<file path="config.mk">
export PLATFORM = sky130hd
export DESIGN_NAME = lcd_cmd_sched
export DESIGN_NICKNAME = d
export VERILOG_FILES = /design/src/rtl/lcd_cmd_sched.sv
export SDC_FILE = /design/constraint.sdc
export NUM_CORES = 1
export LEC_CHECK = 0
export BUFFER_PORTS_ARGS = -buffer_cell sky130_fd_sc_hd__buf_2
export CELL_PAD_IN_SITES_DETAIL_PLACEMENT = 1
export CELL_PAD_IN_SITES_GLOBAL_PLACEMENT = 2
export CORE_UTILIZATION = 43
export DETAILED_ROUTE_END_ITERATION = 12
export GPL_ROUTABILITY_DRIVEN = 0
export HOLD_SLACK_MARGIN = 0.1
export MAX_ROUTING_LAYER = met4
export PLACE_DENSITY_LB_ADDON = 0.1
export SLEW_MARGIN = 10
export SYNTH_ARGS = -nofsm -noshare
export SYNTH_HDL_FRONTEND = slang
export SYNTH_SLANG_ARGS = --single-unit
</file>
<file path="constraint.sdc">
create_clock -name clk -period 6.1 [get_ports clk]
set_input_delay 1.22 -clock clk [delete_from_list [all_inputs] [get_ports clk]]
set_output_delay 1.22 -clock clk [all_outputs]
set_load 0.05 [all_outputs]
</file>
<file path="src/rtl/lcd_cmd_sched.sv">
// lcd_cmd_sched: buffers host opcodes and issues them one at a time to the LCD image controller.
// Latency: push into an empty FIFO -> lcd_cmd_valid 2 cycles later; done sampled -> next issue 2 cycles later.
// Backpressure: host_ready drops only when the FIFO is full; the controller side is paced by busy/done.
//
// Ports:
//   clk, reset                   single clock, asynchronous active-high reset
//   host_cmd/host_valid/host_ready  host push interface (opcodes 12-15 are accepted then discarded)
//   lcd_busy/lcd_done            controller status inputs
//   lcd_cmd/lcd_cmd_valid        registered opcode and one-cycle issue strobe to the controller
//   fifo_level, cmd_count        queue occupancy and completed-command counter (wraps)
//   illegal_cmd, timeout_err     illegal-opcode pulse and handshake-timeout flag
//   err_clr, idle                error acknowledge and "nothing to do" status
module lcd_cmd_sched #(
  parameter int FIFO_DEPTH   = 8,
  parameter int ACK_TIMEOUT  = 15,
  parameter int DONE_TIMEOUT = 1023
) (
  input  logic                          clk,
  input  logic                          reset,
  input  logic [3:0]                    host_cmd,
  input  logic                          host_valid,
  output logic                          host_ready,
  input  logic                          lcd_busy,
  input  logic                          lcd_done,
  output logic [3:0]                    lcd_cmd,
  output logic                          lcd_cmd_valid,
  output logic [$clog2(FIFO_DEPTH):0]   fifo_level,
  output logic [7:0]                    cmd_count,
  output logic                          illegal_cmd,
  output logic                          timeout_err,
  input  logic                          err_clr,
  output logic                          idle
);

  localparam int AW   = $clog2(FIFO_DEPTH);
  localparam int LW   = AW + 1;
  localparam int TMAX = (ACK_TIMEOUT > DONE_TIMEOUT) ? ACK_TIMEOUT : DONE_TIMEOUT;
  localparam int CW   = $clog2(TMAX + 1);

  localparam logic [LW-1:0] LVL_FULL = LW'(FIFO_DEPTH);
  localparam logic [CW-1:0] ACK_LIM  = CW'(ACK_TIMEOUT);
  localparam logic [CW-1:0] DONE_LIM = CW'(DONE_TIMEOUT);

  typedef enum logic [2:0] {
    BOOT,
    READY,
    ISSUE,
    WAIT_ACK,
    WAIT_DONE,
    ERR
  } state_t;

  state_t        state;
  state_t        state_nxt;

  logic [3:0]    mem [FIFO_DEPTH];
  logic [AW-1:0] wr_ptr;
  logic [AW-1:0] rd_ptr;

  logic [CW-1:0] tmo_cnt;
  logic [CW-1:0] tmo_inc;

  logic          push;
  logic          push_legal;
  logic          pop;
  logic          cnt_clr;
  logic          done_ok;

  assign host_ready = (fifo_level != LVL_FULL);
  assign push       = host_valid && host_ready;
  // Opcodes 12-15 complete the handshake but never reach the queue.
  assign push_legal = push && (host_cmd < 4'd12);
  assign tmo_inc    = tmo_cnt + 1'b1;

  assign timeout_err = (state == ERR);
  assign idle        = (state == READY) && (fifo_level == '0);

  // State register
  always_ff @(posedge clk or posedge reset) begin
    if (reset) begin
      state <= BOOT;
    end else begin
      state <= state_nxt;
    end
  end

  // Next-state and control decode
  always_comb begin
    state_nxt = state;
    pop       = 1'b0;
    cnt_clr   = 1'b0;
    done_ok   = 1'b0;
    case (state)
      BOOT: begin
        if (!lcd_busy) state_nxt = READY;
      end
      READY: begin
        if (fifo_level != '0) begin
          pop       = 1'b1;
          state_nxt = ISSUE;
        end
      end
      ISSUE: begin
        cnt_clr   = 1'b1;
        state_nxt = WAIT_ACK;
      end
      WAIT_ACK: begin
        // The count reaches the limit on the same edge that enters ERR.
        if (lcd_busy) begin
          cnt_clr   = 1'b1;
          state_nxt = WAIT_DONE;
        end else if (tmo_inc == ACK_LIM) begin
          state_nxt = ERR;
        end
      end
      WAIT_DONE: begin
        // done is only looked at here, so a level left over from the
        // previous command cannot complete the next one early.
        if (!lcd_busy && lcd_done) begin
          done_ok   = 1'b1;
          state_nxt = READY;
        end else if (tmo_inc == DONE_LIM) begin
          state_nxt = ERR;
        end
      end
      ERR: begin
        if (err_clr) state_nxt = READY;
      end
      default: state_nxt = BOOT;
    endcase
  end

  // Handshake timeout counter, shared by both wait states
  always_ff @(posedge clk or posedge reset) begin
    if (reset) begin
      tmo_cnt <= '0;
    end else if (cnt_clr) begin
      tmo_cnt <= '0;
    end else if (state == WAIT_ACK || state == WAIT_DONE) begin
      tmo_cnt <= tmo_inc;
    end
  end

  // Queue storage; contents need no reset because the pointers define validity.
  always_ff @(posedge clk) begin
    if (push_legal) mem[wr_ptr] <= host_cmd;
  end

  // Pointers, occupancy, issue register and status counters
  always_ff @(posedge clk or posedge reset) begin
    if (reset) begin
      wr_ptr        <= '0;
      rd_ptr        <= '0;
      fifo_level    <= '0;
      lcd_cmd       <= 4'd0;
      lcd_cmd_valid <= 1'b0;
      cmd_count     <= 8'd0;
      illegal_cmd   <= 1'b0;
    end else begin
      lcd_cmd_valid <= pop;
      illegal_cmd   <= push && !push_legal;

      if (push_legal) wr_ptr <= wr_ptr + 1'b1;
      if (pop) begin
        rd_ptr  <= rd_ptr + 1'b1;
        lcd_cmd <= mem[rd_ptr];
      end

      case ({push_legal, pop})
        2'b10:   fifo_level <= fifo_level + 1'b1;
        2'b01:   fifo_level <= fifo_level - 1'b1;
        default: fifo_level <= fifo_level;
      endcase

      if (done_ok) cmd_count <= cmd_count + 1'b1;
    end
  end

endmodule

</file>
# Word-level counts from Yosys, hierarchy flattened
# Memories as Yosys holds them, arrays and structs flattened. A register that Yosys moved wholly into a read port is not among the register bits.
# Cells that the tools add are included.
[classes]
add_sub_neg = 6
magnitude_cmp = 1
eq_ne = 15
n_mux = 19
reduce_logical = 14
[op_table]
columns = ["operator", "n"]
rows = [
  ["3-bit 2-to-1 mux", 7],
  ["10-bit 2-to-1 mux", 2],
  ["3-bit one-hot mux with 6 select lines", 1],
  ["10-bit by 1-bit adder with 10-bit output (second input constant)", 1],
  ["10-bit == test (second input constant)", 1],
  ["10-bit by 4-bit == test with 1-bit output (second input constant)", 1],
  ["8-bit by 1-bit adder with 8-bit output (second input constant)", 1],
  ["4-bit one-hot mux with 2 select lines", 1],
  ["1-bit 2-to-1 mux", 7],
  ["3-bit by 1-bit adder with 3-bit output (second input constant)", 2],
  ["3-bit by 2-bit == test with 1-bit output (second input constant)", 2],
  ["3-bit == test (second input constant)", 2],
  ["3-bit inequality test (second input constant)", 2],
  ["1-bit logical AND", 5],
  ["5-bit AND reduction", 1],
  ["4-bit by 1-bit adder with 4-bit output (second input constant)", 1],
  ["4-bit logical NOT", 1],
  ["4-bit < comparator (second input constant)", 1],
  ["2-bit by 1-bit inequality test with 1-bit output (second input constant)", 2],
  ["4-bit inequality test (second input constant)", 1],
  ["2-bit nonzero test", 2],
  ["4-bit nonzero test", 1],
  ["4-bit by 1-bit subtractor with 4-bit output (second input constant)", 1],
  ["3-bit by 1-bit == test with 1-bit output (second input constant)", 1],
  ["other kinds (7)", 8],
]
[word_totals]
reg_bits = 33
mem_bits_rw = 32
in_bits = 10
output_inout_bits = 21
wordCells = 64
n_memories = 1
[mem_list]
columns = ["memory", "words", "word_bits", "rd", "rd_clocked_by_memory_dff", "wr", "line", "text"]
rows = [
  ["mem", 8, 4, 1, 1, 1, "56", "logic [3:0] mem [FIFO_DEPTH];"],
]

# Longest topological paths before layout
[depth]
depth_word = 5
depth_mapped = 12
ltp_nobuf = 12

# Worst setup path after synthesis
# No wires, ideal clock.
[synth_timing]
path_type = "reg-to-reg"
startpoint = "register fifo_level[0]"
endpoint = "register fifo_level[3]"
setup_ps = 145
arrival_time_ps = 2930
t_required_ps = 5955
setup_slack_ps = 3025
path_stages_with_launch = 13
path_buffers = 0
synth_period_minus_slack_ps = 3075
path_cell_list = "dfrtp_1 -> nor3_1 -> nand2_1 -> nand2_1 -> a21oi_1 -> clkinv_1 -> ha_1 -> ha_1 -> a21o_1 -> a21oi_1 -> xnor2_1 -> nor2_1 -> xor2_1"
[synth_via]
elab_chain_cells = 5
elab_cells_between_ends = 12
classes_between = "add/sub (2); eq/ne (3); mux (3); reduce/logical (4)"
[synth_rtl]
columns = ["item", "line", "text"]
rows = [
  ["from (decl)", "27", "output logic [$clog2(FIFO_DEPTH):0] fifo_level,"],
  ["from (signal assigned)", "170", "2'b10: fifo_level <= fifo_level + 1'b1;"],
  ["from (signal assigned)", "171", "2'b01: fifo_level <= fifo_level - 1'b1;"],
  ["from (signal assigned)", "172", "default: fifo_level <= fifo_level;"],
  ["4-bit inequality test (*)", "69", "assign host_ready = (fifo_level != LVL_FULL);"],
  ["net host_ready", "22", "output logic host_ready,"],
  ["1-bit logical AND (*)", "70", "assign push = host_valid && host_ready;"],
  ["1-bit logical AND (*)", "72", "assign push_legal = push && (host_cmd < 4'd12);"],
  ["2-bit by 1-bit == test with 1-bit output / 2-bit == test (equally long branches)", "169", "case ({push_legal, pop})"],
  ["4-bit one-hot mux with 2 select lines / 2-bit nonzero test (equally long branches)", "n/a", ""],
]
# Mark *: on every way through the listed nets, which the timed path passes. The rest lies on a longest branch.
# A chain may end at the register's enable or synchronous reset.

# Final worst setup path
[layout_timing]
startpoint = "register fifo_level[1]"
endpoint = "output idle"
[layout_via]
elab_chain_cells = 2
[layout_rtl]
columns = ["item", "line", "text"]
rows = [
  ["4-bit logical NOT", "76", "assign idle = (state == READY) && (fifo_level == '0);"],
  ["1-bit logical AND", "76", ""],
  ["to (decl)", "32", "output logic idle"],
]
# No other way between the ends.

==> flow_summary.yaml <==
timing:
  setup_viol: 0
  fin_skew_ns: 0.0126
  hold_ws_ns: 0.472
  rsz0062_at_grt: "false"
  relSlewSlack_pct: 39.4
  fmax_ghz: 0.314
  final_hold_viol_count: 0
  min_period_ns: 3.18
  setup_ws_ns: 2.92
  period_share_pct: 52.1
  worst_slew_pin_slew_ns: 0.884
  slew_violations: 0
  fin_setup_tns_ns: 0
clocking:
  htree_num_levels: 3
  clock_path_buffers: 2
  cts_tree: "built"
  cts_setup_buffers: 0
  path_clk_slew_ns: 0.08
  clock_latency_ns: 0.34
  post_cts_resized: 0
  root_buffer: "clkbuf_8"
  clock-sinks: 69
  cts_hold_buf: 0
  cts_buffers: 9
yosys:
  syn_inst: 277
  synthArstFlopShare_pct: 53.6
  yosysWarnings: 0
  synth_top_cell_by_area: "edfxtp_1"
  syn_nets: 296
  synth_area_um2: 3300
  synth_flop_cell: "dfrtp_1"
  synth_commonest_cells: "nand2_1 (39), dfrtp_1 (37), edfxtp_1 (32), o21ai_0 (17), nor2_1 (16)"
  ys_types: 46
  synth-simple-area-share_pct: 13.2
  yosys.area_share.xor_xnor_pct: 5.31
  synth.avg_cell_area_um2: 11.9
  ys_seq_area_share_pct: 57.2
  synth-edff-count: 32
  synthAdderAreaFrac_pct: 3.64
  synth_top_family_by_area: "simple AND/OR/NAND/NOR gates"
  ys_top_cells_by_area: "edfxtp_1 (29%), dfrtp_1 (28%), mux4_2 (5.5%)"
  synth_compound_area_share_pct: 9.36
  yosysMostFrequentCell: "nand2_1"
  muxShareOfSynthArea_pct: 7.58
  synth_top_area_share_pct: 29.1
  synth-seq-cells: 69
power:
  powerDensity_nw_per_um2: 460
  power_mw: 1.70
  ir_drop_uv: 213
  p_leak_nw: 1.54
die:
  die_x_um: 89.6
  pin_count: 31
  fp.dieH_um: 89.6
  num_rows: 31
  coreArea_um2: 7330
  dieArea_um2: 8030
  initial_core_util_pct: 45.0
placement:
  dp.cells: 393
  place_area_um2: 3500
  io_buffer_count: 30
  place_ws_ns: 2.71
  hpwl_um: 4810
setup_path:
  arrival_ns: 1.96
  crit_type: "flip-flop to primary output"
  end_kind: "primary output"
  critPathMaxStageDelay_ns: 0.58
  startpoint: "fifo_level[1]"
  path_max_fanout: 5
  crit_path_cell_trace: "nor4_1 -> nor3b_2 -> buf_2"
  crit_slowest_cell: "nor4_1"
  worstReg2RegStart: "fifo_level[1]"
  startpoint_type: "flip-flop"
  required_ns: 4.88
grt:
  grt_pass1_wl_um: 11000
  grt_max_degree: 38
  antenna_found_initial: 0
  grt_pass1_vias: 2192
  grt.total_usage_pct: 19.6
  gr-total-overflow: 0
worst_hold_path:
  hp-start: "cmd_count[7]"
  min_path_type: "flip-flop to flip-flop"
run_status:
  outcome: "finished, final reports clean"
run:
  cap_violations: 0
routing:
  drc: 0
  drt-total-wl_um: 6750
  vias_per_cell: 5.29
  final_antenna_net_count: 0
  routedWlPerCell_um: 16.5
  firstDrtPassIters: 4
  vias: 2163
  drtIter0Drc: 60
layout:
  final_area_um2: 3690
  n_antenna_cell: 0
  utilization_pct: 50.3
  num-fill-cells: 791
  drive_gt1_share_pct: 19.0
  stdcell_count: 409
  final_nets: 324
  area_delta_synth_final_pct: 11.8
worst paths after layout:
path | slack [ns] | cells after the start | end
hold / removal | 0.47 | 1 | cmd_count[7]
setup reg to reg | 3.17 | 10 | fifo_level[3]
setup / recovery | 2.92 | 3 | idle
min in group asynchronous | 0.98 | 3 | tmo_cnt[4]
hold reg to reg | 0.47 | 1 | cmd_count[7]
max in group asynchronous | 4.76 | 3 | state[1]
final cells by class:
cell class | count | area (um^2) | area share (%)
clock inverters | 6 | 63.8 | 1.73
clock buffers | 10 | 128 | 3.46
well taps | 99 | 124 | 3.36
inverters | 11 | 41.3 | 1.12
repair buffers | 31 | 158 | 4.27
multi-input cells | 183 | 1290 | 34.9
flip-flops and latches | 69 | 1890 | 51.1
registers in the layout, summed over array words and instances (netlist names):
| register | cells |
|---|---|
| illegal_cmd | 1 |
| mem | 32 |
| tmo_cnt | 10 |
| lcd_cmd | 4 |
| state | 3 |
| cmd_count | 8 |
| lcd_cmd_valid | 1 |
| wr_ptr | 3 |
| fifo_level | 4 |
| rd_ptr | 3 |
layer usage:
metal	vias to the layer above	share of wire (%)	track usage, %
li1	1053	-	-
met1	1077	47	24.0
met2	23	50	31.7
met3	10	2.3	4.39
met4	0	1.5	7.79
met5	-	0	-
cell usage in the layout (no fill, tap or decap), types with 5 or more instances in the layout:
master	netlist	final
dfrtp_1	37	37
a21oi_1	7	7
o31ai_1	5	5
nand2_1	39	39
ha_1	8	8
nor3_1	6	6
xnor2_1	13	13
nor2_1	16	16
mux2i_1	7	7
buf_2	6	30
o21ai_0	17	17
edfxtp_1	32	32
inv_1	10	10
clkbuf_8	0	9
xor2_1	7	7
nand3_1	7	7
mux4_2	8	8
where the power goes:
group / total (mW) / switching (mW) / internal [mW] / leakage [nW]
Combinational: 0.618 / 0.387 / 0.231 / 0.667
Clock: 0.360 / 0.171 / 0.189 / 0.101
Sequential: 0.719 / 0.133 / 0.586 / 0.770
Total: 1.70 / 0.691 / 1.01 / 1.54
cell families after synthesis:
logic type	Yosys count
xor gates and xnor gates	20
DFF	69
muxes	15
buffers and inverters	25
AOI/OAI and AO/OA	48
and+or+nand+nor	91
adders and majority gates	9
critical path: cells and delay by family, from the launching register on:
family        cells  cell delay [ns]
simple gates      2             0.90
buf+inv           1             0.30
flops             1             0.43
Power figures use the tool's default switching activity.
